`config.mk`:
```
export PLATFORM = sky130hd
export DESIGN_NAME = serial_sum_diff_eval
export DESIGN_NICKNAME = d
export VERILOG_FILES = /design/src/rtl/sum_diff_pkg.sv /design/src/rtl/serial_fa.sv /design/src/rtl/serial_sum_diff_eval.sv
export SDC_FILE = /design/constraint.sdc
export NUM_CORES = 1
export LEC_CHECK = 0
export ABC_AREA = 1
export ABC_CLOCK_PERIOD_IN_PS = 1850
export CAP_MARGIN = 20
export CORE_ASPECT_RATIO = 2
export CORE_MARGIN = 2
export CORE_UTILIZATION = 30
export CTS_CLUSTER_SIZE = 16
export DETAILED_ROUTE_END_ITERATION = 10
export PLACE_DENSITY = 0.58
export SETUP_SLACK_MARGIN = 0.2
export SYNTH_ARGS = -nofsm -noshare
export SYNTH_HDL_FRONTEND = slang
export SYNTH_SLANG_ARGS = --single-unit
```
`constraint.sdc`:
```
create_clock -name clk -period 1.85 [get_ports clk]
set_input_delay 0.2775 -clock clk [delete_from_list [all_inputs] [get_ports clk]]
set_output_delay 0.2775 -clock clk [all_outputs]
set_load 0.01 [all_outputs]
```
`src/rtl/sum_diff_pkg.sv`:
```
// Shared types and width helpers for the bit-serial sum-difference select evaluator.
// Pure declarations: no logic, no latency, no flow control.
package sum_diff_pkg;

  typedef enum logic [1:0] {
    IDLE  = 2'd0,
    SHIFT = 2'd1,
    DONE  = 2'd2
  } state_t;

  localparam int DEF_W = 8;

  // Three W-bit terms plus the borrow of the subtraction need three extra bits.
  function automatic int calc_rw(input int w);
    return w + 3;
  endfunction

  function automatic int calc_cw(input int w);
    return $clog2(calc_rw(w));
  endfunction

endpackage

```
`src/rtl/serial_fa.sv`:
```
// One-bit serial full adder: combinational sum, carry registered for the next bit.
// Carry advances only when en is high; preset reloads CARRY_INIT. No flow control.
module serial_fa #(
  parameter logic CARRY_INIT = 1'b0
) (
  input  logic clk,
  input  logic rst_n,
  input  logic en,
  input  logic preset,
  input  logic x,
  input  logic y,
  output logic s
);

  logic carry_q;

  assign s = x ^ y ^ carry_q;

  always_ff @(posedge clk or negedge rst_n) begin
    if (!rst_n) begin
      carry_q <= CARRY_INIT;
    end else if (preset) begin
      carry_q <= CARRY_INIT;
    end else if (en) begin
      carry_q <= (x & y) | (x & carry_q) | (y & carry_q);
    end
  end

endmodule

```
`src/rtl/serial_sum_diff_eval.sv`:
```
// Bit-serial a+b+c-d with select f = result!=0 ? e : 0; result valid RW cycles after accept.
// One word in flight; in_ready low until the result is taken, result/f held for any out_ready stall.
module serial_sum_diff_eval
  import sum_diff_pkg::*;
#(
  parameter int  W  = DEF_W,
  localparam int RW = calc_rw(W)
) (
  input  logic          clk,
  input  logic          rst_n,
  input  logic          in_valid,
  output logic          in_ready,
  input  logic [W-1:0]  a,
  input  logic [W-1:0]  b,
  input  logic [W-1:0]  c,
  input  logic [W-1:0]  d,
  input  logic [W-1:0]  e,
  output logic          out_valid,
  input  logic          out_ready,
  output logic [RW-1:0] result,
  output logic [W-1:0]  f,
  output logic          busy
);

  localparam int             CW       = calc_cw(W);
  localparam logic [CW-1:0]  CNT_LAST = CW'(RW - 1);

  state_t state, state_nxt;

  logic [RW-1:0] a_sr, b_sr, c_sr, d_sr;
  logic [RW-1:0] res_next;
  logic [W-1:0]  e_q;
  logic [CW-1:0] cnt;
  logic          accept, shift_en, cnt_last;
  logic          s1, s2, r_bit;

  assign accept   = in_valid && (state == IDLE);
  assign shift_en = (state == SHIFT);
  assign cnt_last = shift_en && (cnt == CNT_LAST);

  always_ff @(posedge clk or negedge rst_n) begin
    if (!rst_n) begin
      state <= IDLE;
    end else begin
      state <= state_nxt;
    end
  end

  always_comb begin
    state_nxt = state;
    case (state)
      IDLE:    if (in_valid)             state_nxt = SHIFT;
      SHIFT:   if (cnt == CNT_LAST)      state_nxt = DONE;
      DONE:    if (out_ready)            state_nxt = IDLE;
      default:                           state_nxt = IDLE;
    endcase
  end

  always_comb begin
    in_ready  = 1'b0;
    out_valid = 1'b0;
    busy      = 1'b0;
    case (state)
      IDLE:    in_ready  = 1'b1;
      SHIFT:   busy      = 1'b1;
      DONE:    out_valid = 1'b1;
      default: in_ready  = 1'b0;
    endcase
  end

  // s1 = a+b, s2 = c-d (as c + ~d + 1), r = s1 + s2; carries run LSB first.
  serial_fa #(.CARRY_INIT(1'b0)) u_fa_ab (
    .clk    (clk),
    .rst_n  (rst_n),
    .en     (shift_en),
    .preset (accept),
    .x      (a_sr[0]),
    .y      (b_sr[0]),
    .s      (s1)
  );

  serial_fa #(.CARRY_INIT(1'b1)) u_fa_cd (
    .clk    (clk),
    .rst_n  (rst_n),
    .en     (shift_en),
    .preset (accept),
    .x      (c_sr[0]),
    .y      (~d_sr[0]),
    .s      (s2)
  );

  serial_fa #(.CARRY_INIT(1'b0)) u_fa_sum (
    .clk    (clk),
    .rst_n  (rst_n),
    .en     (shift_en),
    .preset (accept),
    .x      (s1),
    .y      (s2),
    .s      (r_bit)
  );

  // New bit enters at the MSB; after RW shifts the first bit sits at position 0.
  assign res_next = {r_bit, result[RW-1:1]};

  always_ff @(posedge clk or negedge rst_n) begin
    if (!rst_n) begin
      a_sr   <= '0;
      b_sr   <= '0;
      c_sr   <= '0;
      d_sr   <= '0;
      e_q    <= '0;
      cnt    <= '0;
      result <= '0;
      f      <= '0;
    end else if (accept) begin
      a_sr <= {{(RW-W){1'b0}}, a};
      b_sr <= {{(RW-W){1'b0}}, b};
      c_sr <= {{(RW-W){1'b0}}, c};
      d_sr <= {{(RW-W){1'b0}}, d};
      e_q  <= e;
      cnt  <= '0;
    end else if (shift_en) begin
      a_sr   <= a_sr >> 1;
      b_sr   <= b_sr >> 1;
      c_sr   <= c_sr >> 1;
      d_sr   <= d_sr >> 1;
      cnt    <= cnt + 1'b1;
      result <= res_next;
      // f is decided from the completed word so it is valid together with out_valid.
      if (cnt_last) begin
        f <= (res_next != '0) ? e_q : '0;
      end
    end
  end

endmodule

```
## Word level (Yosys, flattened, before mapping)

Cells that the tools add are included.

- Register bits after elaboration: 80
- Latch bits: 0
- Bits in writable memories: 0
- Bits in read-only memories: 0
- Input bits: 44
- Output and inout bits: 22
- Word-level logic and storage cells: 74
- Memories kept: 0

- Add/sub/neg operators: 1
- Multiply operators: 0
- Div/mod/pow operators: 0
- Order comparisons: 0
- Eq/ne operators: 6
- Shift operators: 0
- Mux-type cells: 24
- Bitwise gates (word level): 23
- Reduce and logical (&&, ||, !) cells: 8

Operators by type and width:

| cell | count |
|---|---|
| $mux 11 | 8 |
| $reduce_bool 11->1 | 1 |
| $and 1x1->1 | 9 |
| $mux 1 | 9 |
| $mux 4 | 2 |
| $mux 8 | 1 |
| $mux 2 | 3 |
| $or 1x1->1 | 6 |
| $pmux 2 s3 | 1 |
| $reduce_and 3->1 | 2 |
| $xor 1x1->1 | 6 |
| $add 4x1->4 const B | 1 |
| $eq 4x4->1 const B | 1 |
| $ne 2x2->1 const B | 2 |
| $eq 2x1->1 const B | 1 |
| $eq 2x2->1 const B | 1 |
| $logic_and 1x1->1 | 2 |
| $logic_not 2->1 | 1 |
| $ne 2x1->1 const B | 1 |
| $not 1->1 | 2 |
| $reduce_and 2->1 | 1 |
| $reduce_bool 2->1 | 1 |

## Depth between registers and ports, before layout

Gate-level depths: netlist of run 1.

- Depth in word-level cells: 8
- Gate-level depth with buffers: 9
- Mapped depth without buffers: 9

## By module

Synthesis of run 1 repeated with hierarchy kept, for this count alone.

- Cells, all modules: 347
- Area, all modules: 2967.8 um2

By module, submodules not included:

| module | instances | cells an instance | area an instance (um2) | seq. area each (um2) |
|---|---|---|---|---|
| serial_sum_diff_eval | 1 | 326 | 2763.9 | 1626.6 |
| serial_fa at u_fa_ab ... | 2 | 7 | 65.1 | 25.0 |
| serial_fa at u_fa_cd | 1 | 7 | 73.8 | 26.3 |

## Least setup slack after synthesis of run 1

Ideal clock, no wire load.

- Path kind: register to register
- Start point: register u_fa_ab.carry_q
- End point: register f[0]
- Setup time: 0.117 ns
- Arrival time: 1.850 ns
- Setup slack: -0.117 ns
- Cell stages (with the launch flop): 9
- Buffers on the path: 0
- Cells stage by stage: dfrtp_1 fa_1 inv_1 fa_1 nand2_1 nor2_1 nand2_1 nand2_1 nand2_1

- Word-level cells in the longest chain between the ends: 5

Ends and longest elaborated chain:

| what | RTL line | RTL |
|---|---|---|
| from (decl) | serial_fa.sv:15 | `logic carry_q;` |
| from (signal assigned) | serial_fa.sv:25 | `carry_q <= (x & y) \| (x & carry_q) \| (y & carry_q);` |
| $xor 1x1->1 (3 in a row) | serial_fa.sv:17 | `assign s = x ^ y ^ carry_q;` |
| $reduce_bool 11->1 | serial_sum_diff_eval.sv:131 | `f <= (res_next != '0) ? e_q : '0;` |
| $mux 8 | serial_sum_diff_eval.sv:131 |  |
| to (signal assigned) | serial_sum_diff_eval.sv:131 |  |
| to (decl) | serial_sum_diff_eval.sv:21 | `output logic [W-1:0] f,` |

Every way passes these cells.
A chain may end at the register's enable or synchronous reset.

## Worst setup path in the final report of run 1

- Start point: register u_fa_cd.carry_q
- End point: register f[3]

- Word-level cells in the longest chain between the ends: 5

Ends and longest elaborated chain:

| what | RTL line |
|---|---|
| from (decl) | serial_fa.sv:15 |
| from (signal assigned) | serial_fa.sv:25 |
| $xor 1x1->1 (3 in a row) | serial_fa.sv:17 |
| $reduce_bool 11->1 | serial_sum_diff_eval.sv:131 |
| $mux 8 | serial_sum_diff_eval.sv:131 |

Every way passes these cells.

==> metrics, run 1 <==
share of cells above drive strength 1=0.0885; Syn Inst Count=343; syn_nets=just under 400; total die area=0.0108 mm2; setup ws final=-199 ps; post-synth top area share=0.564; Final Hold Viols=0; post-synthesis compound-gate area fraction=0.0551; CTS max path bufs=2; Post-synth ARST share=1.00; Post-synth EDFFs=0; Pre-antenna DRT Iters=4; Remaining Overflow, GRT=0; worst path cell trace=fa_1 > inv_2 > fa_1 > nand2_1 > nor2_1 > nand2_2 > nand2_1 > nand2_1; crit-path max cell delay=540 ps; largest net degree at the start of global routing=42; Num CTS Buffers=9; Vias=2437; first-pass GRT wire length=roughly 11000 um; CP required=2060 ps; final WL=roughly 6700 um; # port buffers=65; drt wl/cell=12.2 um; die span in y=145 um; cell with the most instances after synthesis=nand2_1; Static Leak=1.91 nW; maximum vdd drop=roughly 720 uV; library cells used by synthesis=22; routability cong.=roughly 0.76; critical path buffer and inverter count=1; post-synthesis xor/xnor area fraction=0; fraction of the mapped netlist area in adder cells=0.0286; n_diodes=0; post-synth top area cell=dfrtp_1; worst-path maximum fanout=8; largest family of logic cells by synthesized area=simple AND/OR/NAND/NOR gates; MaxCap Viol Count=0; Slew @ Worst Pin=547 ps; Largest delay share family, worst path=adder cells; DRT iter0 DRCs=approximately 110; final hold slack=478 ps; reg2reg end=f[3]; crit path time final=2050 ps; Post-synth top cells=nand2_1, dfrtp_1, nand3_1, inv_1, o21ai_0; Final nets=~460; gr usage total=0.136; post-synthesis sequential area ratio=0.573; f_max=488 MHz; Starting Density=0.307; mapped cell area=0.00297 mm2; Avg Inst Size Synth=8.67 um2; yosys warns=0; Die X=around 74 um; Arrival @ worst endpoint=about 2300 ps; status=complete, but fails checks; most frequent CP cell=nand2_1; worst r2r src=u_fa_cd.carry_q; Cell Pwr Density=1540 mW/mm2; FP Rows=a little over 50; H-Tree Depth=3; Setup WS pre-CTS=-187 ps; root buf cell=clkbuf_16; Syn-to-layout area delta=36.1%; #FFs+latches synth=between 60 and 70; initial antenna violation count=0; r2r setup slk=-200 ps; DRC viols=0; Final setup viols=8; vias in the first global route=2427; Slew Viols, Final=0; Tot Pwr=0.00625 W; relative slew slack=0.636; slowest CP cell=fa_1; startpoint types=flip-flop; clock sink count=68; Detail Route Antenna Nets=0; Synth area leaders=dfrtp_1, nand2_1, nand3_1; core area=~0.0097 mm2; final worst-path cycle share=1.11; post-synthesis mux area share=0; I/O pin count=66; Simple-Gate Fraction of Synth Area=0.270; final instance area=0.00405 mm2; worst-skew pair later-pin latency=330 ps; clk slew on worst S/H paths=50 ps; dpl cells=between 500 and 600; Setup CP Type=reg -> reg; Final Skew=8.12 ps; cells on worst reg2reg path=8; post-placement cell area=0.00375 mm2; unrepaired setup endpoints after global routing=true; Hold/Removal Path Class=in -> async; vias per cell=4.43; crit path capture type=flip-flop; CTS tree=built; Final Non-Filler Cells=550; failing checks=setup timing; Final HPWL DP=4770 um; predominant post-synthesis flop cell=dfrtp_1
==> cell families (layout without fill, tap and decap cells) <==
logic type               after synthesis  after routing
adder cells (fa/ha/maj)                5              5
buffers and inverters                 41            116
AND/OR/NAND/NOR                      199            199
AO/OA/AOI/OAI                         30             30
flip-flops                            68             68
==> placed cells by master, fill, tap and decap left out, drive strengths merged <==
cell type	n
nand2	152
dfrtp	67
clkdlybuf4s50	61
nand3	30
o21ai	26
inv	26
nor2	17
clkbuf	14
buf	9
fa	3
dlygate4sd2	3
ha	2
clkinv	2
o211ai	1
o22ai	1
a22o	1
o31ai	1
dlygate4sd3	1
dfstp	1
==> flip-flops by register name, indices dropped and copies added (netlist names) <==
register and count:
u_fa_ab.carry_q 1, a_sr 8, d_sr 8, c_sr 8, result 11, b_sr 8, state 2, cnt 4
u_fa_sum.carry_q 1, e_q 8, f 8, u_fa_cd.carry_q 1
==> metal layers <==
metal | track usage | share of wire | vias to the layer above
met5 | 0 | 0 | -
met2 | 0.240 | 0.53 | 55
met3 | 0.0235 | 0.036 | 6
met1 | 0.153 | 0.42 | 1169
met4 | 0.0648 | 0.015 | 0
li1 | - | - | 1207
==> worst reg2reg max path: cells and delay by family (launching register included) <==
kind	cells	cell delay (ps)
simple gates	5	460
fa+ha+maj	2	1060
flops	1	380
buf+inv	1	40
==> area by class of cell <==
| type | count | area (um2) |
|---|---|---|
| Tap cell | 132 | 165 |
| Inverter | 26 | 97.6 |
| Multi-Input combinational cell | 234 | 1060 |
| Clock buffer | 14 | 264 |
| Clock inverter | 2 | 10.0 |
| Fill cell | 1019 | 5650 |
| Timing Repair Buffer | 74 | 752 |
| Sequential cell | 68 | 1700 |
==> through the flow <==
step,TNS [ps],utilization
6_report,-1500,0.417
5_1_grt,-2480,0.417
4_1_cts,-1630,0.416
3_5_place_dp,-1460,0.387
3_3_place_gp,-1150,0.387
2_1_floorplan,-424,-
==> report_power, final <==
group | leakage [nW] | internal [W] | switching, W
Clock | 0.137 | 0.000976 | 0.000588
Sequential | 0.874 | 0.00211 | 0.000360
Combinational | 0.895 | 0.00101 | 0.00121
==> worst max-delay path by stage <==
stage | from | end | slack (ps) | depth (start not counted)
4_1_cts | u_fa_cd.carry_q | f[6] | -210 | 8
2_1_floorplan | u_fa_cd.carry_q | f[0] | -50 | 8
3_3_place_gp | u_fa_ab.carry_q | f[2] | -150 | 8
6_report | u_fa_cd.carry_q | f[3] | -200 | 8
3_5_place_dp | u_fa_ab.carry_q | f[1] | -190 | 8
5_1_grt | d_sr[0] | f[3] | -320 | 9
==> repair_timing <==
| action | 4_1_cts | 5_1_grt |
|---|---|---|
| hold endpoints to repair | 39 | 0 |
| setup endpoints to repair | 12 | 10 |
| resized for setup | 4 | 3 |
| pin swaps | 0 | 4 |
| buffers inserted | 1 | 1 |
| hold buffers | 1 | 0 |
No activity file was read; power rests on OpenSTA's default activity.
==> run 2, diff against run 1 <==
--- a/config.mk
+++ b/config.mk
@@ -6,14 +6,14 @@
 export NUM_CORES = 1
 export LEC_CHECK = 0
 export ABC_AREA = 1
-export ABC_CLOCK_PERIOD_IN_PS = 1850
+export ABC_CLOCK_PERIOD_IN_PS = 2200
 export CAP_MARGIN = 20
 export CORE_ASPECT_RATIO = 2
 export CORE_MARGIN = 2
 export CORE_UTILIZATION = 30
 export CTS_CLUSTER_SIZE = 16
 export DETAILED_ROUTE_END_ITERATION = 10
-export PLACE_DENSITY = 0.58
+export PLACE_DENSITY = 0.56
 export SETUP_SLACK_MARGIN = 0.2
 export SYNTH_ARGS = -nofsm -noshare
 export SYNTH_HDL_FRONTEND = slang
==> constraint.sdc (replaced) <==
create_clock -name clk -period 2.2 [get_ports clk]
set_input_delay 0.33 -clock clk [delete_from_list [all_inputs] [get_ports clk]]
set_output_delay 0.33 -clock clk [all_outputs]
set_load 0.01 [all_outputs]
==> run 2 against run 1 <==
The flow now finishes without violations. Cell count decreased by 0.36%. First-iteration DRC count unchanged. Utilization decreased by 0.43 points. Largest power group unchanged. Hold slack worse by 370 ps. Via count down 1.2%. Clock power shrank 11%.
==> metrics, run 2 (synthesis results as in run 1) <==
Starting Density=0.307; DRC viols=0; crit path capture type=flip-flop; clock sink count=between 60 and 70; startpoint types=flip-flop; most common cell after layout, fill and taps aside=nand2_1; MaxCap Viol Count=0; routability cong.=0.770; share of cells above drive strength 1=0.0841; initial antenna violation count=0; vias per cell=4.39; Detail Route Antenna Nets=0; r2r setup slk=190 ps; largest net degree at the start of global routing=69; total die area=0.0108 mm2; relative slew slack=0.420; fill count=1027; FP Rows=51; f_max=between 400 and 500 MHz; Tot Pwr=0.00528 W; Reg power frac=0.395; cells on worst reg2reg path=8; clk slew on worst S/H paths=around 60 ps; reg2reg end=f[4]; final hold slack=105 ps; crit path time final=2010 ps; Slew Viols, Final=0; worst-path maximum fanout=8; CTS tree=built; CTS max path bufs=2; Pre-antenna DRT Iters=4; Slew @ Worst Pin=around 870 ps; final WL=6660 um; # port buffers=65; Setup CP Type=reg -> reg; Num CTS Buffers=9; CP required=around 2400 ps; Final TNS setup=0 ps; Cell Pwr Density=approximately 1300 mW/mm2; maximum vdd drop=406 uV; DRT iter0 DRCs=112; die span in y=145 um; worst-skew pair later-pin latency=330 ps; vias in the first global route=2452; H-Tree Depth=3; Final Hold Viols=0; Hold/Removal Path Class=in -> async; final worst-path cycle share=0.915; Final nets=460; crit-path max cell delay=between 500 and 600 ps; Finished Core Util=0.413; final instance area=0.00401 mm2; I/O pin count=66; Vias=2407; max FFs per register=11; n_diodes=0; worst r2r src=u_fa_cd.carry_q; most frequent cells in the layout=nand2_1, dfrtp_1, clkdlybuf4s50_1, nand3_1; combinational share of power=0.343; clock network power share=0.263; gr usage total=0.137; first-pass GRT wire length=11100 um; unrepaired setup endpoints after global routing=true; Most flops, register=result; sw frac=0.343; Syn-to-layout area delta=34.7%; drt wl/cell=roughly 12 um; root buf cell=clkbuf_16; Die X=between 70 and 80 um; Final setup viols=0; Cell Int Power=0.00347 W; slowest CP cell=fa_1; Arrival @ worst endpoint=2230 ps; Final HPWL DP=4700 um; Final Skew=4.71 ps; worst path cell trace=fa_1 > inv_1 > fa_1 > nand2_1 > nor2_1 > nand2_2 > nand2_2 > nand2_1; Static Leak=1.88 nW; Remaining Overflow, GRT=0; Sw Pwr=approximately 0.0018 W; core area=~0.0097 mm2; post-placement cell area=0.00371 mm2; status=finished, final reports clean
## run 2: changes by cell type in the layout (fill, tap and decap cells not counted), moves of 2 or more
| cell | change |
|---|---|
| clkbuf_8 | -2 |
| buf_12 | -3 |
| buf_4 | +2 |
| clkdlybuf4s50_1 | +3 |
| dlygate4sd2_1 | -3 |
## run 2: worst max path at each step
stage / to / startpoint / slack (ps) / cells after the start
final: f[4] / u_fa_cd.carry_q / 190 / 8
after global routing: f[4] / a_sr[0] / 70 / 8
after CTS: f[4] / u_fa_cd.carry_q / 160 / 8
after detailed placement: f[4] / u_fa_ab.carry_q / 70 / 8
after global placement: f[6] / u_fa_ab.carry_q / 110 / 8
after floorplan: f[0] / u_fa_ab.carry_q / 230 / 8
## run 2: routing by layer
metal,vias up,share of wire,GRT usage
met5,-,0,0
met3,14,0.036,0.0339
met1,1138,0.39,0.141
met2,48,0.54,0.245
met4,0,0.036,0.0752
li1,1207,-,-
## run 2: area by class of cell
cell class	instances	area [um2]	share of cell area
well taps	132	165	0.0412
multi-input cells	234	1060	0.264
flip-flops and latches	68	1700	0.425
clock buffers	11	233	0.0581
inverters	26	97.6	0.0244
repair buffers	72	701	0.175
clock inverters	5	52.6	0.0131
## run 2: critical path: cells and delay by family, from the launching register on
kind          cells  cell delay (ps)
flops             1              380
buf+inv           1               50
fa+ha+maj         2             1040
simple gates      5              430
## run 2: power by group through the flow
stage	Sequential, W	Combinational, W	Clock [W]
after floorplan	0.00210	0.00113	0
after global placement	0.00208	0.00179	0
after detailed placement	0.00210	0.00184	0
after CTS	0.00209	0.00185	0.00142
after global routing	0.00215	0.00207	0.00147
final	0.00208	0.00181	0.00139
## run 2: metrics by stage
stage / instances / setup WS, ps
floorplan: 343 / 233
global placement: 531 / 106
detailed placement: 531 / 66.3
CTS: 547 / 162
global route: 548 / 68.2
finish: 548 / 187
## run 2: timing repair
action                                 CTS  global route
pin swaps                               10             2
setup endpoints to repair                8             8
gates resized for setup                  2             1
hold buffers                             0             0
endpoints found under the hold margin    0             0
buffers inserted                         0             1
